`src/rtl/multicycle_ctrl_if.sv`:
```
// Control/status bundle between the multicycle RV32I controller (master) and its datapath (slave).
// Carries decoded instruction fields in, and per-cycle mux selects and write enables out.
interface multicycle_ctrl_if #(
  parameter int CNT_W = 32
);
  logic [6:0]       op;
  logic [2:0]       funct3;
  logic             funct7b5;
  logic             zero;
  logic             mem_ready;
  logic             PCWrite;
  logic             AdrSrc;
  logic             MemWrite;
  logic             IRWrite;
  logic [1:0]       ResultSrc;
  logic [1:0]       ALUSrcA;
  logic [1:0]       ALUSrcB;
  logic [2:0]       ALUControl;
  logic [1:0]       ImmSrc;
  logic             RegWrite;
  logic [3:0]       state;
  logic             illegal;
  logic [CNT_W-1:0] retired;

  modport master (
    input  op, funct3, funct7b5, zero, mem_ready,
    output PCWrite, AdrSrc, MemWrite, IRWrite, ResultSrc, ALUSrcA, ALUSrcB,
           ALUControl, ImmSrc, RegWrite, state, illegal, retired
  );

  modport slave (
    output op, funct3, funct7b5, zero, mem_ready,
    input  PCWrite, AdrSrc, MemWrite, IRWrite, ResultSrc, ALUSrcA, ALUSrcB,
           ALUControl, ImmSrc, RegWrite, state, illegal, retired
  );
endinterface

```
`src/rtl/multicycle_ctrl.sv`:
```
// Multicycle RV32I control FSM: drives datapath selects/enables each cycle, zero-latency Mealy outputs.
// Stalls in FETCH/MEMREAD/MEMWRITE until mem_ready; counts retired instructions.
module multicycle_ctrl #(
  parameter int CNT_W = 32
) (
  input  logic              clk,
  input  logic              rst,
  multicycle_ctrl_if.master bus
);

  typedef enum logic [3:0] {
    S_FETCH    = 4'd0,
    S_DECODE   = 4'd1,
    S_MEMADR   = 4'd2,
    S_MEMREAD  = 4'd3,
    S_MEMWB    = 4'd4,
    S_MEMWRITE = 4'd5,
    S_EXECR    = 4'd6,
    S_EXECI    = 4'd7,
    S_ALUWB    = 4'd8,
    S_BRANCH   = 4'd9,
    S_JAL      = 4'd10
  } state_e;

  localparam logic [6:0] OP_LOAD   = 7'b0000011;
  localparam logic [6:0] OP_STORE  = 7'b0100011;
  localparam logic [6:0] OP_RTYPE  = 7'b0110011;
  localparam logic [6:0] OP_ITYPE  = 7'b0010011;
  localparam logic [6:0] OP_BRANCH = 7'b1100011;
  localparam logic [6:0] OP_JAL    = 7'b1101111;

  localparam logic [2:0] ALU_ADD = 3'b000;
  localparam logic [2:0] ALU_SUB = 3'b001;
  localparam logic [2:0] ALU_AND = 3'b010;
  localparam logic [2:0] ALU_OR  = 3'b011;
  localparam logic [2:0] ALU_XOR = 3'b100;
  localparam logic [2:0] ALU_SLT = 3'b101;

  state_e           state_q, state_d;
  logic [CNT_W-1:0] retired_q, retired_d;

  logic [6:0] op;
  logic [2:0] funct3;
  logic       funct7b5, zero, mem_ready;

  logic       pc_write, adr_src, mem_write, ir_write, reg_write, illegal, retire;
  logic [1:0] result_src, alu_src_a, alu_src_b, imm_src;
  logic [2:0] alu_control, alu_dec;

  assign op        = bus.op;
  assign funct3    = bus.funct3;
  assign funct7b5  = bus.funct7b5;
  assign zero      = bus.zero;
  assign mem_ready = bus.mem_ready;

  always_comb begin
    alu_dec = ALU_ADD;
    case (funct3)
      3'b000:  alu_dec = (op == OP_RTYPE && funct7b5) ? ALU_SUB : ALU_ADD;
      3'b010:  alu_dec = ALU_SLT;
      3'b100:  alu_dec = ALU_XOR;
      3'b110:  alu_dec = ALU_OR;
      3'b111:  alu_dec = ALU_AND;
      default: alu_dec = ALU_ADD;
    endcase
  end

  always_comb begin
    imm_src = 2'b00;
    case (op)
      OP_STORE:  imm_src = 2'b01;
      OP_BRANCH: imm_src = 2'b10;
      OP_JAL:    imm_src = 2'b11;
      default:   imm_src = 2'b00;
    endcase
  end

  always_comb begin
    state_d     = S_FETCH;
    pc_write    = 1'b0;
    adr_src     = 1'b0;
    mem_write   = 1'b0;
    ir_write    = 1'b0;
    reg_write   = 1'b0;
    illegal     = 1'b0;
    retire      = 1'b0;
    result_src  = 2'b00;
    alu_src_a   = 2'b00;
    alu_src_b   = 2'b00;
    alu_control = ALU_ADD;
    case (state_q)
      S_FETCH: begin
        alu_src_b  = 2'b10;
        result_src = 2'b10;
        ir_write   = mem_ready;
        pc_write   = mem_ready;
        state_d    = mem_ready ? S_DECODE : S_FETCH;
      end
      S_DECODE: begin
        // ALU computes OldPC + imm now so BRANCH/JAL find the target in ALUOut
        alu_src_a = 2'b01;
        alu_src_b = 2'b01;
        case (op)
          OP_LOAD, OP_STORE: state_d = S_MEMADR;
          OP_RTYPE:          state_d = S_EXECR;
          OP_ITYPE:          state_d = S_EXECI;
          OP_BRANCH:         state_d = S_BRANCH;
          OP_JAL:            state_d = S_JAL;
          default: begin
            state_d = S_FETCH;
            illegal = 1'b1;
          end
        endcase
      end
      S_MEMADR: begin
        alu_src_a = 2'b10;
        alu_src_b = 2'b01;
        state_d   = (op == OP_LOAD) ? S_MEMREAD : S_MEMWRITE;
      end
      S_MEMREAD: begin
        adr_src = 1'b1;
        state_d = mem_ready ? S_MEMWB : S_MEMREAD;
      end
      S_MEMWB: begin
        result_src = 2'b01;
        reg_write  = 1'b1;
        retire     = 1'b1;
      end
      S_MEMWRITE: begin
        adr_src   = 1'b1;
        mem_write = 1'b1;
        retire    = mem_ready;
        state_d   = mem_ready ? S_FETCH : S_MEMWRITE;
      end
      S_EXECR: begin
        alu_src_a   = 2'b10;
        alu_control = alu_dec;
        state_d     = S_ALUWB;
      end
      S_EXECI: begin
        alu_src_a   = 2'b10;
        alu_src_b   = 2'b01;
        alu_control = alu_dec;
        state_d     = S_ALUWB;
      end
      S_ALUWB: begin
        reg_write = 1'b1;
        retire    = 1'b1;
      end
      S_BRANCH: begin
        alu_src_a   = 2'b10;
        alu_control = ALU_SUB;
        case (funct3)
          3'b000: begin
            pc_write = zero;
            retire   = 1'b1;
          end
          3'b001: begin
            pc_write = ~zero;
            retire   = 1'b1;
          end
          default: illegal = 1'b1;
        endcase
      end
      S_JAL: begin
        alu_src_a = 2'b01;
        alu_src_b = 2'b10;
        pc_write  = 1'b1;
        state_d   = S_ALUWB;
      end
      default: state_d = S_FETCH;
    endcase
    // A reset cycle must leave no architectural side effects behind
    if (rst) begin
      pc_write  = 1'b0;
      mem_write = 1'b0;
      ir_write  = 1'b0;
      reg_write = 1'b0;
      illegal   = 1'b0;
      retire    = 1'b0;
    end
  end

  assign retired_d = retire ? retired_q + CNT_W'(1) : retired_q;

  always_ff @(posedge clk) begin
    if (rst) begin
      state_q   <= S_FETCH;
      retired_q <= '0;
    end else begin
      state_q   <= state_d;
      retired_q <= retired_d;
    end
  end

  assign bus.PCWrite    = pc_write;
  assign bus.AdrSrc     = adr_src;
  assign bus.MemWrite   = mem_write;
  assign bus.IRWrite    = ir_write;
  assign bus.ResultSrc  = result_src;
  assign bus.ALUSrcA    = alu_src_a;
  assign bus.ALUSrcB    = alu_src_b;
  assign bus.ALUControl = alu_control;
  assign bus.ImmSrc     = imm_src;
  assign bus.RegWrite   = reg_write;
  assign bus.state      = state_q;
  assign bus.illegal    = illegal;
  assign bus.retired    = retired_q;

endmodule
```
`src/flat_wrapper.sv`:
```
// flat-port wrapper written by rule: the top's interface ports become plain ports
module multicycle_ctrl_flat 
#(
  parameter int CNT_W = 32
)
  (clk, rst, bus_op, bus_funct3, bus_funct7b5, bus_zero, bus_mem_ready, bus_PCWrite, bus_AdrSrc, bus_MemWrite, bus_IRWrite, bus_ResultSrc, bus_ALUSrcA, bus_ALUSrcB, bus_ALUControl, bus_ImmSrc, bus_RegWrite, bus_state, bus_illegal, bus_retired);
  multicycle_ctrl_if #(.CNT_W(CNT_W)) bus_i ();
  input  logic clk;
  input  logic rst;
  input wire logic [$bits(bus_i.op)-1:0] bus_op;
  input wire logic [$bits(bus_i.funct3)-1:0] bus_funct3;
  input wire logic [$bits(bus_i.funct7b5)-1:0] bus_funct7b5;
  input wire logic [$bits(bus_i.zero)-1:0] bus_zero;
  input wire logic [$bits(bus_i.mem_ready)-1:0] bus_mem_ready;
  output wire logic [$bits(bus_i.PCWrite)-1:0] bus_PCWrite;
  output wire logic [$bits(bus_i.AdrSrc)-1:0] bus_AdrSrc;
  output wire logic [$bits(bus_i.MemWrite)-1:0] bus_MemWrite;
  output wire logic [$bits(bus_i.IRWrite)-1:0] bus_IRWrite;
  output wire logic [$bits(bus_i.ResultSrc)-1:0] bus_ResultSrc;
  output wire logic [$bits(bus_i.ALUSrcA)-1:0] bus_ALUSrcA;
  output wire logic [$bits(bus_i.ALUSrcB)-1:0] bus_ALUSrcB;
  output wire logic [$bits(bus_i.ALUControl)-1:0] bus_ALUControl;
  output wire logic [$bits(bus_i.ImmSrc)-1:0] bus_ImmSrc;
  output wire logic [$bits(bus_i.RegWrite)-1:0] bus_RegWrite;
  output wire logic [$bits(bus_i.state)-1:0] bus_state;
  output wire logic [$bits(bus_i.illegal)-1:0] bus_illegal;
  output wire logic [$bits(bus_i.retired)-1:0] bus_retired;
  assign bus_i.op = bus_op;
  assign bus_i.funct3 = bus_funct3;
  assign bus_i.funct7b5 = bus_funct7b5;
  assign bus_i.zero = bus_zero;
  assign bus_i.mem_ready = bus_mem_ready;
  assign bus_PCWrite = bus_i.PCWrite;
  assign bus_AdrSrc = bus_i.AdrSrc;
  assign bus_MemWrite = bus_i.MemWrite;
  assign bus_IRWrite = bus_i.IRWrite;
  assign bus_ResultSrc = bus_i.ResultSrc;
  assign bus_ALUSrcA = bus_i.ALUSrcA;
  assign bus_ALUSrcB = bus_i.ALUSrcB;
  assign bus_ALUControl = bus_i.ALUControl;
  assign bus_ImmSrc = bus_i.ImmSrc;
  assign bus_RegWrite = bus_i.RegWrite;
  assign bus_state = bus_i.state;
  assign bus_illegal = bus_i.illegal;
  assign bus_retired = bus_i.retired;
  multicycle_ctrl #(.CNT_W(CNT_W)) u_core (.clk(clk), .rst(rst), .bus(bus_i));
endmodule
```
`config.mk`:
```
export PLATFORM = sky130hd
export DESIGN_NAME = multicycle_ctrl_flat
export DESIGN_NICKNAME = d
export VERILOG_FILES = /design/src/rtl/multicycle_ctrl_if.sv /design/src/rtl/multicycle_ctrl.sv /design/src/flat_wrapper.sv
export SDC_FILE = /design/constraint.sdc
export NUM_CORES = 1
export LEC_CHECK = 0
export CORE_MARGIN = 10
export CORE_UTILIZATION = 50
export DETAILED_ROUTE_END_ITERATION = 10
export PLACE_DENSITY = 0.95
export SETUP_SLACK_MARGIN = 0.1
export SYNTH_ARGS = -nofsm -noshare
export SYNTH_HDL_FRONTEND = slang
export SYNTH_SLANG_ARGS = --single-unit
```
`constraint.sdc`:
```
create_clock -name clk -period 6.3 [get_ports clk]
set_clock_uncertainty 0.15 [all_clocks]
set_input_delay 1.26 -clock clk [delete_from_list [all_inputs] [get_ports clk]]
set_output_delay 1.26 -clock clk [all_outputs]
set_load 0.05 [all_outputs]
```
==> results of run 1 <==
-- logic make-up after synthesis --
family          count (synthesis)  synth area share, %
compound gates                 85                25.10
xor+xnor                        6                2.418
flops                          36                33.16
simple gates                  128                32.30
fa+ha+maj                       1               0.5756
buf+inv                        29                5.527
mux                             2               0.9212
-- cell usage after synthesis (all sizes together), types with 2 or more instances --
library cell / number
inv: 14
xnor2: 4
xor2: 2
a22oi: 2
nand2: 23
or2: 2
o21ai: 20
nor2: 24
nor4b: 3
o41ai: 2
nor4: 10
o211ai: 2
and3: 4
nand4b: 2
nor3: 12
a21oi: 32
o311ai: 4
nand2b: 6
nand3: 7
dfxtp: 36
clkbuf: 9
nand4: 6
o31ai: 13
or3: 12
nor2b: 2
and2: 2
mux2i: 2
or4: 9
buf: 6
-- registers in the layout, summed over array words and instances (netlist names) --
signal / flops
u_core.bus.state: 4
u_core.bus.retired: 32
-- per-layer routing --
metal,vias to the layer above,track usage (%),routed length (um)
met5,-,0,0
met3,6,6.812,741
met4,0,3.892,59
li1,1198,-,-
met2,119,30.09,3211
met1,1173,18.93,2773
-- stage by stage --
step                cells  hold WS [ns]  area [sq um]
floorplan             287        0.5420          2173
global placement      392        0.3289          2869
detailed placement    392        0.3457          2869
CTS                   400        0.3578          2980
global route          400        0.3846          2980
finish                400        0.3557          2980
-- power by group through the flow --
stage / logic [mW] / registers, mW / clock network, mW
4_1_cts: 0.0516 / 0.230 / 0.205
5_1_grt: 0.0554 / 0.230 / 0.214
3_5_place_dp: 0.0512 / 0.236 / 0
2_1_floorplan: 0.0293 / 0.235 / 0
6_report: 0.0518 / 0.230 / 0.206
3_3_place_gp: 0.0504 / 0.236 / 0
-- layout make-up --
class	instances	area, sq um	area share (%)
Clock buffer	5	68.82	2.309
Clock inverter	3	42.54	1.427
Inverter	14	52.55	1.763
Multi-Input combinational cell	222	1340	44.96
Sequential cell	36	720.7	24.18
Tap cell	50	62.56	2.099
Timing Repair Buffer	70	693.2	23.26
-- worst max-delay path by stage --
stage	start	endpoint	slack, ns
after floorplan	bus_op[3]	bus_ALUControl[0]	1.58
after global placement	bus_op[0]	bus_ALUControl[0]	1.44
after detailed placement	bus_op[1]	bus_ALUControl[0]	1.38
after CTS	bus_op[1]	bus_ALUControl[0]	1.37
after global routing	bus_op[1]	bus_ALUControl[0]	1.22
final	bus_op[1]	bus_ALUControl[0]	1.37
-- worst min-delay path: stages (launching register included) --
cell and delay, ns:
dfxtp_1 0.34, o31ai_1 0.07, a21oi_1 0.06
==> impl_metrics.yaml, run 1 <==
placed_design:
  place_ws_ns: 1.376
  gp_congestion: 0.8656
  place.detailed.hpwl_mm: 4.814
  portBuffers: 67
critical_path:
  critPathArrivalTime_ns: 3.52
  critPathBufInv: 2
  cp.required_ns: 4.89
  cp_slowest_cell: "clkdlybuf4s50_1"
  worstPathMaxFanout: 4
  crit_family: "buffers and inverters"
  r2r_cells: 5
  cp_cell_sequence: "clkdlybuf4s50_1 -> nand2_1 -> nor4_1 -> a31oi_1 -> o41ai_1 -> clkdlybuf4s50_1"
  rr_startpoint: "u_core.bus.state[2]"
  crit_top_cell: "clkdlybuf4s50_1"
  r2r_setup_slack_ns: 3.16
  cp-start-kind: "primary input"
  r2r-end: "u_core.bus.retired[31]"
  crit_path_end_kind: "output pin"
  cpPeakStageDelay_ns: 0.86
  critPathKind: "primary input to output pin"
  cp.depth: 6
clocking:
  insertion_delay_ns: 0.29
  cts_buffers: 5
  cts_hold_buf: 0
  cts_max_level: 2
  cts_tree: "yes"
  clockBufferDepth: 2
  cts_resized: 0
  root_buffer: "clkbuf_8"
  postCtsSetupBuffers: 0
  cts.sinks: 36
  path_clk_slew_ns: 0.08
synthesis:
  synth_nets: 303
  synth_warnings: 0
  syn_area_per_cell_sq_um: 7.573
  synth_area_leaders: "dfxtp_1 33%, a21oi_1 7.4%, o21ai_0 4.6%"
  synth_cell_types: 49
  syn_area_sq_um: 2173
  yosysTopAreaCell: "dfxtp_1"
  synth_edf_count: 0
  ys_ff_latch: 36
  synth_cells: 287
  async_reset_ff_share_pct: 0
  ys_seq_area_share_pct: 33.16
  synth_top_area_share_pct: 33.16
  synthFlopType: "dfxtp_1"
route:
  vias: 2496
  drtIter0Drc: 217
  post_drt_wl_per_cell_um: 16.96
  vias_per_cell: 6.240
  route.detailed.drc: 0
  postRouteAntennaNets: 0
  routed_wl_mm: 6.785
  dr.pass1.iters: 4
floorplan:
  dieArea_sq_um: 7384
  num_rows: 23
  die_h_um: 85.93
  coreArea_sq_um: 4115
  io_pins: 68
  die_w_um: 85.93
  initial_core_util_pct: 52.81
timing:
  tightest_slew_ns: 1.053
  relSlewSlack_pct: 28.90
  hold_viol_final: 0
  fin_setup_tns_ns: 0
  fin_ws_ns: 1.370
  finalSetupViolCount: 0
  layout_min_cycle_time_ns: 4.930
  period_share_pct: 78.26
  fmax_mhz: 202.8
  slew_violations: 0
  rsz0062_at_grt: "false"
global_route:
  antenna_found_initial: 0
  grt_usage_pct: 17.18
  gr-total-overflow: 0
  grt_pass1_wl_mm: 10.95
  grt_pass1_vias: 2364
  grt_max_degree: 35
min_path:
  hold_end: "u_core.bus.retired[21]"
  whs_path_depth: 2
  min_path_type: "register to register"
  min_from: "u_core.bus.retired[21]"
power:
  cellInternalPower_mw: 0.3657
  p_sw_mw: 0.1223
  comb_power_share_pct: 10.6
  p_sw_share_pct: 25.06
  seqPwrFrac_pct: 47.2
  power.density_nw_per_um2: 163.7
  p_total_mw: 0.4879
  power_frac_clock_pct: 42.2
  leakage_nw: 0.9278
  ir_drop_mv: 0.1764
cells_and_area:
  antenna_cells: 0
  drive_above_1_share_pct: 4.857
  nNetsFinal: 365
  layout_commonest_cell: "clkdlybuf4s50_1"
  final_util_pct: 72.42
  mostFrequentLayoutCells: "67 x clkdlybuf4s50_1, 36 x dfxtp_1, 32 x a21oi_1"
  areaGrowthSynthToFinish_pct: 37.13
  fillCellCount: 337
outcome:
  outcome: "finished, final reports clean"
run:
  maxCapViolCount: 0
No activity file was read; power rests on OpenSTA's default activity.
==> inputs of run 2 (changes only) <==
Settings changed: CORE_UTILIZATION 50 to 42, PLACE_DENSITY 0.95 to 0.87.
Clock period 6.3 ns to 4.24 ns, I/O delays scaled along.
==> run 2 against run 1 <==
Net effect: sequential share of layout area shrank 0.29 points; via count shrank 4.2%; setup slack worse by 0.98 ns.
==> impl_metrics.yaml, run 2 (same netlist as run 1, synthesis figures left out) <==
floorplan:
  die_w_um: 91.94
  dieArea_sq_um: 8452
  num_rows: 26
  initial_core_util_pct: 42.83
  io_pins: 68
  coreArea_sq_um: 5075
  die_h_um: 91.94
clocking:
  cts.sinks: 36
  cts_resized: 0
  cts_buffers: 5
  cts_max_level: 2
  root_buffer: "clkbuf_8"
  postCtsSetupBuffers: 0
  cts_tree: "yes"
  cts_hold_buf: 0
  insertion_delay_ns: 0.29
  path_clk_slew_ns: 0.07
  clockBufferDepth: 2
power:
  ir_drop_mv: 0.2266
  p_total_mw: 0.6517
  leakage_nw: 0.9501
  power.density_nw_per_um2: 216.0
cells_and_area:
  fin_cells: 422
  mostFrequentLayoutCells: "61 x clkdlybuf4s50_1, 36 x dfxtp_1, 32 x a21oi_1"
  seqCellArea_sq_um: 720.7
  areaGrowthSynthToFinish_pct: 38.80
  layout_commonest_cell: "clkdlybuf4s50_1"
  final_util_pct: 59.44
  nNetsFinal: 368
  multi_input_area_sq_um: 1340
  largest_reg_flops: 32
  design_area_sq_um: 3017
  drive_above_1_share_pct: 6.818
  fillCellCount: 471
  antenna_cells: 0
critical_path:
  cp.required_ns: 3.24
  critPathKind: "primary input to output pin"
  cp-start-kind: "primary input"
  crit_path_end_kind: "output pin"
  worstPathMaxFanout: 6
  critPathArrivalTime_ns: 2.85
  r2r_cells: 6
timing:
  finalSetupViolCount: 0
  period_share_pct: 90.69
  layout_min_cycle_time_ns: 3.845
  fin_ws_ns: 0.3946
  rsz0062_at_grt: "false"
  tightest_slew_ns: 0.9461
  relSlewSlack_pct: 36.13
  fin_hold_ws_ns: 0.3470
  fin_setup_tns_ns: 0
  fmax_mhz: 260.1
  slew_violations: 0
  hold_viol_final: 0
placed_design:
  place.detailed.hpwl_mm: 4.804
  place_ws_ns: 0.4344
  place_area_sq_um: 2939
  gp_congestion: 0.8283
  dp.cells: 415
  portBuffers: 67
global_route:
  antenna_found_initial: 0
  gr-total-overflow: 0
  grt_max_degree: 24
  grt_pass1_vias: 2311
  grt_pass1_wl_mm: 10.82
  grt_usage_pct: 15.07
route:
  vias: 2392
  route.detailed.drc: 0
  drtIter0Drc: 135
  routed_wl_mm: 6.461
  post_drt_wl_per_cell_um: 15.31
  postRouteAntennaNets: 0
  dr.pass1.iters: 4
  vias_per_cell: 5.668
run:
  maxCapViolCount: 0
min_path:
  min_path_type: "register to register"
  whs_path_depth: 2
outcome:
  outcome: "finished, final reports clean"
[run 2: worst max-delay path, cell delays in order]
cell             delay, ns
clkdlybuf4s50_1       0.50
nor3_1                0.25
a21oi_1               0.07
nor4b_1               0.31
clkdlybuf4s50_1       0.87
[run 2: layout make-up]
type / count / share of cell area [%]
Inverter: 14 / 1.742
Multi-Input combinational cell: 222 / 44.42
Clock inverter: 1 / 0.1659
Clock buffer: 6 / 2.406
Tap cell: 70 / 2.903
Timing Repair Buffer: 73 / 24.47
Sequential cell: 36 / 23.89
[run 2: routing by layer]
layer | up-vias | routed length, um | part of all wire, % | GRT usage (%)
li1 | 1211 | - | - | -
met1 | 1106 | 2845 | 44 | 17.53
met2 | 73 | 3137 | 49 | 25.76
met3 | 2 | 439 | 6.8 | 4.727
met4 | 0 | 38 | 0.59 | 4.627
met5 | - | 0 | 0 | 0
[run 2: power by group]
part / total, mW / internal (mW) / switching, mW
Clock: 0.230 / 0.112 / 0.118
Combinational: 0.0827 / 0.0331 / 0.0496
Sequential: 0.339 / 0.339 / 0.000632
Total: 0.652 / 0.483 / 0.168
[run 2: path summary, 6_finish.rpt]
check / from / to / slack (ns)
setup / recovery: bus_op[6] / bus_ImmSrc[0] / 0.39
hold / removal: u_core.bus.retired[13] / u_core.bus.retired[13] / 0.35
setup reg to reg: u_core.bus.state[3] / u_core.bus.retired[12] / 1.34
hold reg to reg: u_core.bus.retired[13] / u_core.bus.retired[13] / 0.35
==> inputs of run 3 (changes only) <==
--- a/config.mk
+++ b/config.mk
@@ -11,3 +11,2 @@
 export PLACE_DENSITY = 0.87
-export SETUP_SLACK_MARGIN = 0.1
 export SYNTH_ARGS = -nofsm -noshare
==> constraint.sdc (replaced) <==
create_clock -name clk -period 4.24 [get_ports clk]
set_clock_uncertainty 0.15 [all_clocks]
set_input_delay 1.06 -clock clk [delete_from_list [all_inputs] [get_ports clk]]
set_output_delay 1.06 -clock clk [all_outputs]
set_load 0.05 [all_outputs]
==> run 3 against run 2 <==
Net effect: sequential power barely moved; sequential share of layout area is 0.57 points lower; first-iteration DRC count shrank 16%; global-route usage grew 0.15 points; total power increased by 12%; register-to-register slack worse by 0.05 ns; via count up 4.1%; setup slack worse by 0.16 ns; maximum frequency fell by 4.0%; non-clock buffer count is 2 higher; highest routed layer unchanged.
==> impl_metrics.yaml, run 3 (same netlist as run 1, synthesis figures left out) <==
global_route:
  grt_use_met2_pct: 26.12
  grt_usage_pct: 15.22
  grt-busiest-layer: "met2"
  grt_max_degree: 23
  globalRouteMet3Util_pct: 4.401
  grt_pass1_wl_mm: 10.98
  grt_pass1_vias: 2265
  use_met1_pct: 18.10
  gr-total-overflow: 0
  antenna_found_initial: 0
power:
  cellInternalPower_mw: 0.5450
  ir_drop_mv: 0.2921
  seqPwrFrac_pct: 47.1
  leakage_nw: 0.9903
  comb_power_share_pct: 10.9
  power.density_nw_per_um2: 235.2
  p_total_mw: 0.7267
  p_sw_mw: 0.1817
  power_frac_clock_pct: 42.0
  p_sw_share_pct: 25.00
timing:
  finalSetupViolCount: 0
  hold_viol_final: 0
  period_share_pct: 94.49
  rsz0062_at_grt: "false"
  fin_setup_tns_ns: 0
  relSlewSlack_pct: 52.16
  layout_min_cycle_time_ns: 4.006
  tightest_slew_ns: 0.7064
  slew_violations: 0
  fmax_mhz: 249.6
route:
  vias_per_cell: 5.859
  route.detailed.drc: 0
  vias: 2490
  dr.pass1.iters: 4
  routed_wl_mm: 6.828
  drtIter0Drc: 113
  post_drt_wl_per_cell_um: 16.07
  postRouteAntennaNets: 0
critical_path:
  critPathArrivalTime_ns: 2.80
  rr_startpoint: "u_core.bus.state[0]"
  critPathBufInv: 2
  worstPathMaxFanout: 4
  cp_cell_sequence: "clkdlybuf4s50_1 -> nand2_1 -> nor4_1 -> a31oi_1 -> o41ai_2 -> buf_12"
  cpPeakStageDelay_ns: 0.50
  r2r_cells: 6
  cp-start-kind: "primary input"
  critPathKind: "primary input to output pin"
  crit_path_end_kind: "output pin"
  cp.required_ns: 3.03
  crit_family: "buffers and inverters"
  r2r_setup_slack_ns: 1.29
  cp_slowest_cell: "clkdlybuf4s50_1"
  crit_start: "bus_op[1]"
  r2r-end: "u_core.bus.retired[22]"
clocking:
  postCtsSetupBuffers: 0
  cts.sinks: 36
  cts_hold_buf: 0
  cts_max_level: 2
  cts_buffers: 5
  path_clk_slew_ns: 0.07
  root_buffer: "clkbuf_8"
  insertion_delay_ns: 0.29
  clockBufferDepth: 2
  cts_resized: 0
  cts_tree: "yes"
cells_and_area:
  antenna_cells: 0
  nNetsFinal: 370
  layout_commonest_cell: "clkdlybuf4s50_1"
  drive_above_1_share_pct: 9.014
  areaGrowthSynthToFinish_pct: 42.20
  largest_reg_flops: 32
  mostFrequentLayoutCells: "58 x clkdlybuf4s50_1, 36 x dfxtp_1, 32 x a21oi_1"
min_path:
  min_path_type: "register to register"
  min_from: "u_core.bus.retired[13]"
  whs_path_depth: 2
  hold_end: "u_core.bus.retired[13]"
placed_design:
  portBuffers: 67
  gp_congestion: 0.8527
  place.detailed.hpwl_mm: 4.938
floorplan:
  initial_core_util_pct: 42.83
  dieArea_sq_um: 8452
  io_pins: 68
  num_rows: 26
  die_h_um: 91.94
  coreArea_sq_um: 5075
  die_w_um: 91.94
outcome:
  outcome: "finished, final reports clean"
run:
  maxCapViolCount: 0
## run 3: cell count changes in the layout (fill, tap and decap cells not counted), sizes merged
cell	before	now
bufinv	0	1
clkbuf	6	5
buf	12	17
clkinvlp	0	1
clkdlybuf4s50	61	58
## run 3: tightest hold or removal path, stage by stage, from the launching register on
cell,delay [ns]
dfxtp_1,0.33
o31ai_1,0.07
a21oi_1,0.06
## run 3: per-stage QoR
stage	utilization, %	setup slack, ns	instances	area (sq um)	hold slack (ns)
after floorplan	-	0.03785	287	2181	0.5420
after CTS	60.90	0.2305	425	3090	0.3503
final	60.90	0.2337	425	3090	0.3519
after global routing	60.90	0.1546	425	3090	0.3830
after detailed placement	58.70	0.2409	417	2979	0.3400
after global placement	58.70	0.3917	417	2979	0.3291
## run 3: worst max path at each step
stage	depth (start not counted)	slack (ns)	to
after floorplan	3	0.04	bus_ImmSrc[0]
after global placement	6	0.39	bus_ALUControl[0]
after detailed placement	6	0.24	bus_ALUControl[0]
after CTS	6	0.23	bus_ALUControl[0]
after global routing	6	0.15	bus_ALUControl[0]
final	6	0.23	bus_ALUControl[0]
## run 3: layout make-up
type | count | area [sq um]
inverters | 14 | 52.55
clock buffers | 5 | 68.82
flip-flops and latches | 36 | 720.7
repair buffers | 75 | 770.7
fillers | 447 | 1984
well taps | 70 | 87.58
multi-input cells | 222 | 1348
clock inverters | 3 | 42.54
## run 3: power groups by stage
stage / clock (mW) / combinational (mW) / sequential (mW)
global placement: 0 / 0.0777 / 0.350
CTS: 0.307 / 0.0791 / 0.342
global route: 0.320 / 0.0843 / 0.342
finish: 0.305 / 0.0793 / 0.342
floorplan: 0 / 0.0436 / 0.349
detailed placement: 0 / 0.0788 / 0.350
## run 3: per-layer routing
metal,part of all wire (%),vias to the layer above
met5,0,-
met4,1.1,0
met3,5.7,8
met2,49,72
met1,44,1191
li1,-,1219
